## config.mk

```make
export PLATFORM = sky130hd
export DESIGN_NAME = keystream_gen_flat
export DESIGN_NICKNAME = d
export VERILOG_FILES = /design/src/rtl/keystream_gen_if.sv /design/src/rtl/keystream_gen.sv /design/src/flat_wrapper.sv
export SDC_FILE = /design/constraint.sdc
export NUM_CORES = 1
export LEC_CHECK = 0
export ABC_AREA = 0
export CAP_MARGIN = 20
export CORE_UTILIZATION = 40
export CTS_BUF_LIST = sky130_fd_sc_hd__clkbuf_16
export CTS_CLUSTER_DIAMETER = 50
export DETAILED_ROUTE_END_ITERATION = 6
export GPL_TIMING_DRIVEN = 0
export PLACE_DENSITY = 0.6
export SKIP_LAST_GASP = 1
export SLEW_MARGIN = 25
export SYNTH_ARGS = -nofsm -noshare
export SYNTH_HDL_FRONTEND = slang
export SYNTH_SLANG_ARGS = --single-unit
export TNS_END_PERCENT = 10
```

## constraint.sdc

```tcl
create_clock -name clk -period 6.1 [get_ports clk]
set_input_delay 1.22 -clock clk [delete_from_list [all_inputs] [get_ports clk]]
set_output_delay 1.22 -clock clk [all_outputs]
set_load 0.02 [all_outputs]
```

## src/rtl/keystream_gen_if.sv

```systemverilog
// Keystream bus: key loading inputs, keystream handshake and status.
// master = key/consumer side, slave = keystream_gen.
interface keystream_gen_if;
  logic        key_valid;
  logic [7:0]  key_byte;
  logic        ks_ready;
  logic [7:0]  ks_byte;
  logic        ks_valid;
  logic        busy;
  logic [15:0] byte_count;

  modport master (
    output key_valid, key_byte, ks_ready,
    input  ks_byte, ks_valid, busy, byte_count
  );

  modport slave (
    input  key_valid, key_byte, ks_ready,
    output ks_byte, ks_valid, busy, byte_count
  );
endinterface

```

## src/rtl/keystream_gen.sv

```systemverilog
// keystream_gen: byte-serial key load into a Galois LFSR, optional warm-up,
// then one keystream byte per ks_valid/ks_ready handshake.
// Optional macro KS_NONLINEAR_FILTER_EN: output byte passes through a small
// nonlinear filter instead of the raw low byte of the LFSR.
//
// state  | meaning
// IDLE   | no key loaded since reset
// LOAD   | collecting key bytes (load_cnt counts bytes taken)
// WARMUP | discarding WARMUP_STEPS byte-steps
// RUN    | keystream byte valid, advances on handshake
module keystream_gen #(
  parameter int               WIDTH        = 32,
  parameter logic [WIDTH-1:0] TAPS         = 32'h8020_0003,
  parameter int               WARMUP_STEPS = 16,
  parameter logic [WIDTH-1:0] ZERO_SEED    = 32'hACE1_5EED
) (
  input logic           clk,
  input logic           rst_n,
  input logic           ena,
  keystream_gen_if.slave bus
);

  localparam int NBYTES = WIDTH / 8;
  localparam int LW     = $clog2(NBYTES + 1);
  localparam int WW     = (WARMUP_STEPS > 0) ? $clog2(WARMUP_STEPS + 1) : 1;
  localparam logic [LW-1:0] LOAD_LAST = LW'(NBYTES);
  localparam logic [WW-1:0] WARM_LAST = WW'(WARMUP_STEPS);

  typedef enum logic [1:0] {IDLE, LOAD, WARMUP, RUN} state_t;

  state_t           state, state_d;
  logic [WIDTH-1:0] lfsr, lfsr_d;
  logic [LW-1:0]    load_cnt, load_cnt_d, load_next;
  logic [WW-1:0]    warm_cnt, warm_cnt_d, warm_next;
  logic             ks_valid_q, ks_valid_d;
  logic [7:0]       ks_byte_q, ks_next;
  logic [15:0]      count_q, count_d;
  logic [WIDTH-1:0] shifted;

  // Eight Galois shifts in one clock.
  function automatic logic [WIDTH-1:0] byte_step(input logic [WIDTH-1:0] s);
    logic [WIDTH-1:0] t;
    t = s;
    for (int i = 0; i < 8; i++) begin
      t = t[0] ? ((t >> 1) ^ TAPS) : (t >> 1);
    end
    return t;
  endfunction

  assign shifted   = {lfsr[WIDTH-9:0], bus.key_byte};
  assign load_next = load_cnt + LW'(1);
  assign warm_next = warm_cnt + WW'(1);

  // Next-state and datapath decode; a key byte always wins over a handshake.
  always_comb begin
    state_d    = state;
    lfsr_d     = lfsr;
    load_cnt_d = load_cnt;
    warm_cnt_d = warm_cnt;
    ks_valid_d = ks_valid_q;
    count_d    = count_q;
    if (bus.key_valid) begin
      lfsr_d     = shifted;
      state_d    = LOAD;
      ks_valid_d = 1'b0;
      if (state == LOAD) begin
        load_cnt_d = load_next;
        if (load_next == LOAD_LAST) begin
          if (shifted == '0) lfsr_d = ZERO_SEED;
          count_d    = '0;
          warm_cnt_d = '0;
          if (WARMUP_STEPS == 0) begin
            state_d    = RUN;
            ks_valid_d = 1'b1;
          end else begin
            state_d = WARMUP;
          end
        end
      end else begin
        load_cnt_d = LW'(1);
      end
    end else begin
      case (state)
        WARMUP: begin
          lfsr_d     = byte_step(lfsr);
          warm_cnt_d = warm_next;
          if (warm_next == WARM_LAST) begin
            state_d    = RUN;
            ks_valid_d = 1'b1;
          end
        end
        RUN: begin
          if (ks_valid_q && bus.ks_ready) begin
            lfsr_d = byte_step(lfsr);
            if (count_q != 16'hFFFF) count_d = count_q + 16'd1;
          end
        end
        default: ;
      endcase
    end
  end

`ifdef KS_NONLINEAR_FILTER_EN
  assign ks_next = lfsr_d[7:0] ^ (lfsr_d[15:8] & lfsr_d[23:16]) ^ lfsr_d[WIDTH-1:WIDTH-8];
`else
  assign ks_next = lfsr_d[7:0];
`endif

  // State and datapath registers, all held while ena is low.
  always_ff @(posedge clk or negedge rst_n) begin
    if (!rst_n) begin
      state      <= IDLE;
      lfsr       <= '0;
      load_cnt   <= '0;
      warm_cnt   <= '0;
      ks_valid_q <= 1'b0;
      ks_byte_q  <= '0;
      count_q    <= '0;
    end else if (ena) begin
      state      <= state_d;
      lfsr       <= lfsr_d;
      load_cnt   <= load_cnt_d;
      warm_cnt   <= warm_cnt_d;
      ks_valid_q <= ks_valid_d;
      ks_byte_q  <= ks_next;
      count_q    <= count_d;
    end
  end

  assign bus.ks_valid   = ks_valid_q;
  assign bus.ks_byte    = ks_byte_q;
  assign bus.byte_count = count_q;
  assign bus.busy       = (state == LOAD) || (state == WARMUP);

endmodule

```

## src/flat_wrapper.sv

```systemverilog
// flat-port wrapper written by rule: the top's interface ports become plain ports
module keystream_gen_flat 
#(
  parameter int               WIDTH        = 32,
  parameter logic [WIDTH-1:0] TAPS         = 32'h8020_0003,
  parameter int               WARMUP_STEPS = 16,
  parameter logic [WIDTH-1:0] ZERO_SEED    = 32'hACE1_5EED
)
  (clk, rst_n, ena, bus_key_valid, bus_key_byte, bus_ks_ready, bus_ks_byte, bus_ks_valid, bus_busy, bus_byte_count);
  keystream_gen_if bus_i ();
  input logic clk;
  input logic rst_n;
  input logic ena;
  input wire logic [$bits(bus_i.key_valid)-1:0] bus_key_valid;
  input wire logic [$bits(bus_i.key_byte)-1:0] bus_key_byte;
  input wire logic [$bits(bus_i.ks_ready)-1:0] bus_ks_ready;
  output wire logic [$bits(bus_i.ks_byte)-1:0] bus_ks_byte;
  output wire logic [$bits(bus_i.ks_valid)-1:0] bus_ks_valid;
  output wire logic [$bits(bus_i.busy)-1:0] bus_busy;
  output wire logic [$bits(bus_i.byte_count)-1:0] bus_byte_count;
  assign bus_i.key_valid = bus_key_valid;
  assign bus_i.key_byte = bus_key_byte;
  assign bus_i.ks_ready = bus_ks_ready;
  assign bus_ks_byte = bus_i.ks_byte;
  assign bus_ks_valid = bus_i.ks_valid;
  assign bus_busy = bus_i.busy;
  assign bus_byte_count = bus_i.byte_count;
  keystream_gen #(.WIDTH(WIDTH), .TAPS(TAPS), .WARMUP_STEPS(WARMUP_STEPS), .ZERO_SEED(ZERO_SEED)) u_core (.clk(clk), .rst_n(rst_n), .ena(ena), .bus(bus_i));
endmodule
```

After elaboration in Yosys (flattened, before gate mapping):

Cells that the tools add are included.

* register bits: 59
* memories: 0
* memory bits (writable): 0
* memory bits (read-only): 0
* logic and storage cells: 74
* latch bits: 0

* equality and inequality tests: 9
* add/sub/neg operators: 3
* bitwise operators: 8
* div/mod/pow operators: 0
* shift operators: 0
* $lt $le $gt $ge: 0
* multipliers: 0
* muxes and demuxes: 33
* reductions and logical operators: 14

Operators by type and width (number)
* $mux W32: 13
* $mux W16: 6
* $pmux W32 S2: 1
* $logic_not A32 Y1: 1
* $not A3 Y4: 8
* $mux W5: 4
* $add A16 B1 Y16 const B: 1
* $ne A16 B16 Y1 const B: 1
* $mux W2: 5
* $reduce_bool A2 Y1: 5
* $reduce_and A3 Y1: 2
* $reduce_and A6 Y1: 1
* $add A5 B1 Y5 const B: 1
* $eq A5 B5 Y1 const B: 1
* $eq A2 B2 Y1 const B: 2
* $ne A2 B1 Y1 const B: 2
* $reduce_and A4 Y1: 1
* $add A3 B1 Y3 const B: 1
* $eq A3 B3 Y1 const B: 1
* $mux W1: 3
* $mux W3: 1
* $ne A3 B2 Y1 const B: 1
* $reduce_bool A3 Y1: 1
* $eq A2 B1 Y1 const B: 1
* 3 further kinds: 3

Longest topological paths before layout:

Gate-level depths: netlist of run 1.

* depth after elaboration: 19
* depth in mapped cells: 9

Worst setup path after synthesis of run 1:

Ideal clock, no wire load.

* path type: input -> register
* from: input bus_key_valid
* to: register u_core.count_q[2], in the netlist u_core.bus.byte_count[2]
* library setup time: 0.078 ns
* path slack: 3.469 ns
* stages: 7
* data required time: 6.022 ns
* arrival: 2.553 ns
* buffers on the path: 2
* cell sequence: buf_2 inv_2 o32ai_4 o211ai_1 buf_2 or3_1 a21oi_1

* cells in the longest elaborated chain, start to end: 2
* elaborated cells between the ends (all ways): 7
* classes of those cells: 2 x eq/ne; 1 x mux; 4 x reduce/logical

RTL lines
* start: declaration: RTL line flat_wrapper.sv:14 `input wire logic [$bits(bus_i.key_valid)-1:0] bus_key_valid;`
* $ne A2 B1 Y1 (no line) or $reduce_bool A2 Y1 (tied branches)
* $reduce_and A6 Y1 (no line)
* end signal: assignment: RTL line keystream_gen.sv:126 `count_q <= count_d;`
* end: declaration: RTL line keystream_gen.sv:37 `logic [15:0] count_q, count_d;`

Parallel ways exist; a longest one is shown, timed or not.
A chain may end at the register's enable or synchronous reset.

Worst setup path in the final report of run 1:

* from: register u_core.state[0]
* to: output bus_busy

* cells in the longest elaborated chain, start to end: 2
* elaborated cells between the ends (all ways): 3
* classes of those cells: 2 x eq/ne; 1 x reduce/logical

RTL lines
* start: declaration: RTL line keystream_gen.sv:31 `state_t state, state_d;`
* start signal: assignment: RTL line keystream_gen.sv:120 `state <= state_d;`
* $eq A2 B1 Y1 or $eq A2 B2 Y1 (tied branches): RTL line keystream_gen.sv:133 `assign bus.busy = (state == LOAD) || (state == WARMUP);`
* $logic_or A1 B1 Y1 (*): RTL line keystream_gen.sv:133
* end: declaration: RTL line flat_wrapper.sv:19 `output wire logic [$bits(bus_i.busy)-1:0] bus_busy;`

Every way passes the cells marked *; elsewhere a longest branch is shown, timed or not.

==> results of run 1 <==
[state kept, by name, summed over array words and instances, names as in the netlist]
name,flops
u_core.warm_cnt,5
u_core.load_cnt,3
u_core.bus.ks_byte,8
u_core.state,2
u_core.lfsr,24
u_core.bus.ks_valid,1
u_core.bus.byte_count,16
[cell usage in the layout (no fill, tap or decap), types with 9 or more instances in the layout]
master | Yosys | layout
clkbuf_1 | 11 | 11
o21ai_0 | 25 | 25
a21oi_1 | 18 | 18
or3_1 | 9 | 9
clkbuf_16 | 0 | 9
o21ai_1 | 28 | 28
clkdlybuf4s50_1 | 0 | 35
dfrtp_1 | 59 | 59
buf_4 | 8 | 9
nand2_1 | 57 | 57
o22ai_1 | 17 | 17
inv_1 | 7 | 11
xor2_1 | 10 | 10
mux2i_1 | 9 | 9
[metrics by stage]
stage,util (%),area (um2)
6_report,52.2,4110
5_1_grt,52.2,4110
4_1_cts,52.2,4110
2_1_floorplan,-,3350
3_3_place_gp,48.6,3830
3_5_place_dp,48.9,3860
[power by group]
| part | internal (mW) | switching (mW) | total, mW |
|---|---|---|---|
| clock | 0.266 | 0.173 | 0.440 |
| combinational | 0.468 | 0.458 | 0.926 |
| sequential | 0.515 | 0.155 | 0.670 |
[worst reg2reg max path, stage by stage, from the launching register on]
cell and delay [ps]:
dfrtp_1 340, buf_2 200, inv_1 90, ha_1 390
xnor3_1 570, xnor2_4 350, xnor3_1 190, o21ai_1 60
mux2_2 270
[layout make-up]
type / count / area share (%)
Buffer: 26 / 3.25
Clock buffer: 9 / 5.47
Clock inverter: 7 / 0.730
Inverter: 8 / 0.730
Multi-Input combinational cell: 267 / 41.5
Sequential cell: 59 / 35.9
Tap cell: 102 / 3.10
Timing Repair Buffer: 37 / 9.37
[logic make-up (layout without fill, tap and decap cells)]
family          count (synthesis)  count (layout)
compound gates                104             104
simple gates                  120             120
flops                          59              59
buf+inv                        34              87
fa+ha+maj                       8               8
xor+xnor                       23              23
mux                            12              12
[worst max-delay path by stage]
stage	from	end	slack, ps	cells past startpoint
floorplan	bus_key_valid	u_core.bus.byte_count[2]$_DFFE_PN0P_	3470	7
global placement	rst_n	u_core.lfsr[15]$_DFFE_PN0P_	1810	1
detailed placement	bus_ks_ready	u_core.lfsr[24]$_DFFE_PN0P_	2930	6
CTS	u_core.state[0]$_DFFE_PN0P_	bus_busy	3140	4
finish	u_core.state[0]$_DFFE_PN0P_	bus_busy	3150	4
global route	u_core.state[0]$_DFFE_PN0P_	bus_busy	3100	4
[per-layer routing]
| layer | vias to the layer above | GRT usage (%) | wire (um) |
|---|---|---|---|
| met5 | - | 0 | 0 |
| met4 | 0 | 5.77 | 124 |
| met3 | 12 | 5.20 | 380 |
| met2 | 70 | 36.0 | 4190 |
| met1 | 1361 | 28.1 | 3900 |
| li1 | 1397 | - | - |
==> flow_summary.toml, run 1 <==
[min_path]
min_from = "u_core.lfsr[28]$_DFFE_PN0P_"
hold_class = "reg2reg"
hold_depth = 2
hold_end = "u_core.lfsr[28]$_DFFE_PN0P_"

[power_and_ir_drop]
p_total_mw = 2.04
vdd_drop_max_mv = 0.278
p_leak_nw = 1.74
power_density_mw_per_mm2 = 495

[cells_and_area]
ff_latch_area_mm2 = 0.00148
drive_gt1_share_pct = 8.96
final-instance-count-excl-fill = 515
multi_input_area_mm2 = 0.00171
syn_to_final_growth_pct = 23.0
fill_cells = 759
diodes = 0
finish.net_count = 429

[cts]
cts_hold_buf = 0
clock_path_buffers = 2
cts_root_buffer = "clkbuf_16"
cts_tree = "done"
cts_resized = 0
worstSkewPairLatency_ps = 320
path_clk_slew_ps = 50
cts_htree_levels = 3
cts_buffers = 9
cts_setup_buffers = 0
cts_sinks = 59

[setup_path]
cp_top_family = "buffers and inverters"
r2r_end = "u_core.lfsr[20]$_DFFE_PN0P_"
slowest_stage = "clkdlybuf4s50_1"
r2r-start = "u_core.bus.ks_byte[0]$_DFFE_PN0P_"
worstPathMaxFanout = 3
crit_buf_inv = 3
arrival_ps = 1730
crit_required_ps = 4880
end_kind = "output pin"
critPathMaxStageDelay_ps = 590
crit_top_cell = "inv_1"
worstRegToRegCells = 8
r2r_slack_ps = 3530
cp_cell_sequence = "inv_1, ha_1, inv_1, clkdlybuf4s50_1"
crit_type = "reg2out"
crit_path_start_kind = "flop"

[floorplanning]
start_util_pct = 42.4
die_area_mm2 = 0.00873
die_y_um = 93.5
rows = 32
dieWidth_um = 93.5
io_pins = 39
core_mm2 = 0.00789

[placement]
place_inst = 499
place_congestion = 0.865
dp_hpwl_um = 6100
io_buffer_count = 36
dp_slack_ps = 2930

[yosys]
synth_area_leaders = "dfrtp_1 (44%), nand2_1 (6.4%), o21ai_1 (4.2%)"
ys_seq_elements = 59
synth_fa_ha_area_share_pct = 2.99
synth-edff-count = 0
synthMuxAreaShare_pct = 3.70
postSynth.asyncResetShare_pct = 100
synth_ff_type = "dfrtp_1"
seq_area_frac_synth_pct = 44.1
synthMostInstantiatedCell = "dfrtp_1"
yosys_warnings = 0
synth_compound_area_share_pct = 18.2
synth-simple-area-share_pct = 17.8
synthCells = 360
synthXorXnorAreaFrac_pct = 8.26
syn-cell-area_mm2 = 0.00335
synth_top_family_by_area = "compound AO/OA/AOI/OAI gates"
yosysTopAreaCell = "dfrtp_1"
synth.distinct_cells = 48
netlist_top_cells_count = "dfrtp_1 (59), nand2_1 (57), o21ai_1 (28)"
synth.top_cell.area_share_pct = 44.1
synth_nets = 381
synth.avg_cell_area_um2 = 9.29

[sta]
fin_crit_sh_pct = 48.3
grt_setup_unrepaired = "false"
min_period_ps = 2950
maxSlewViolCount = 0
fmax_ghz = 0.339
timing.hold.ws_ps = 483
fin_setup_tns_ps = 0
fin_worst_skew_ps = 8.44
hold_viol_final = 0
setup_viol = 0
final.setup.worst_slack_ps = 3150
worst_slew_margin_rel_pct = 57.0
worst_pin_slew_ps = 641

[global_routing]
grt_pass1_vias = 2817
antenna_found_initial = 0
grtUsageTotal_pct = 21.6
grt_pass1_wl_um = 14400
grt-ovfl-total = 0
grt_max_degree = 48

[routing]
totalWireLength_um = 8600
drt_first_pass_iters = 4
drt-wirelength-per-cell_um = 16.7
drc = 0
drtIter0Drc = 135
ant_nets = 0
vias = 2840
vias_per_cell = 5.51

[outcome]
status = "complete, no violations"

[job]
cap_violations = 0
(Power assumes the default switching activity.)
==> run 2: changes to the inputs <==
clock period = 2.8 ns   (was 6.1 ns; I/O delays follow)
==> results of run 2 <==
Same layout as run 1 (identical final DEF). Status: complete, no violations.
Among the figures that moved: setup slack after placement 2930 ps -> 267 ps; clock-pin slew on the worst setup and hold paths 50 ps -> 60 ps; setup slack after layout 3150 ps -> 232 ps; hold slack 483 ps -> 86.7 ps; start point of the critical path u_core.state[0]$_DFFE_PN0P_ -> u_core.bus.ks_byte[0]$_DFFE_PN0P_; end point of the critical path bus_busy -> u_core.lfsr[20]$_DFFE_PN0P_; register-to-register setup slack 3530 ps -> 230 ps; total power 2.04 mW -> 4.43 mW; worst IR drop on VDD 0.278 mV -> 0.607 mV
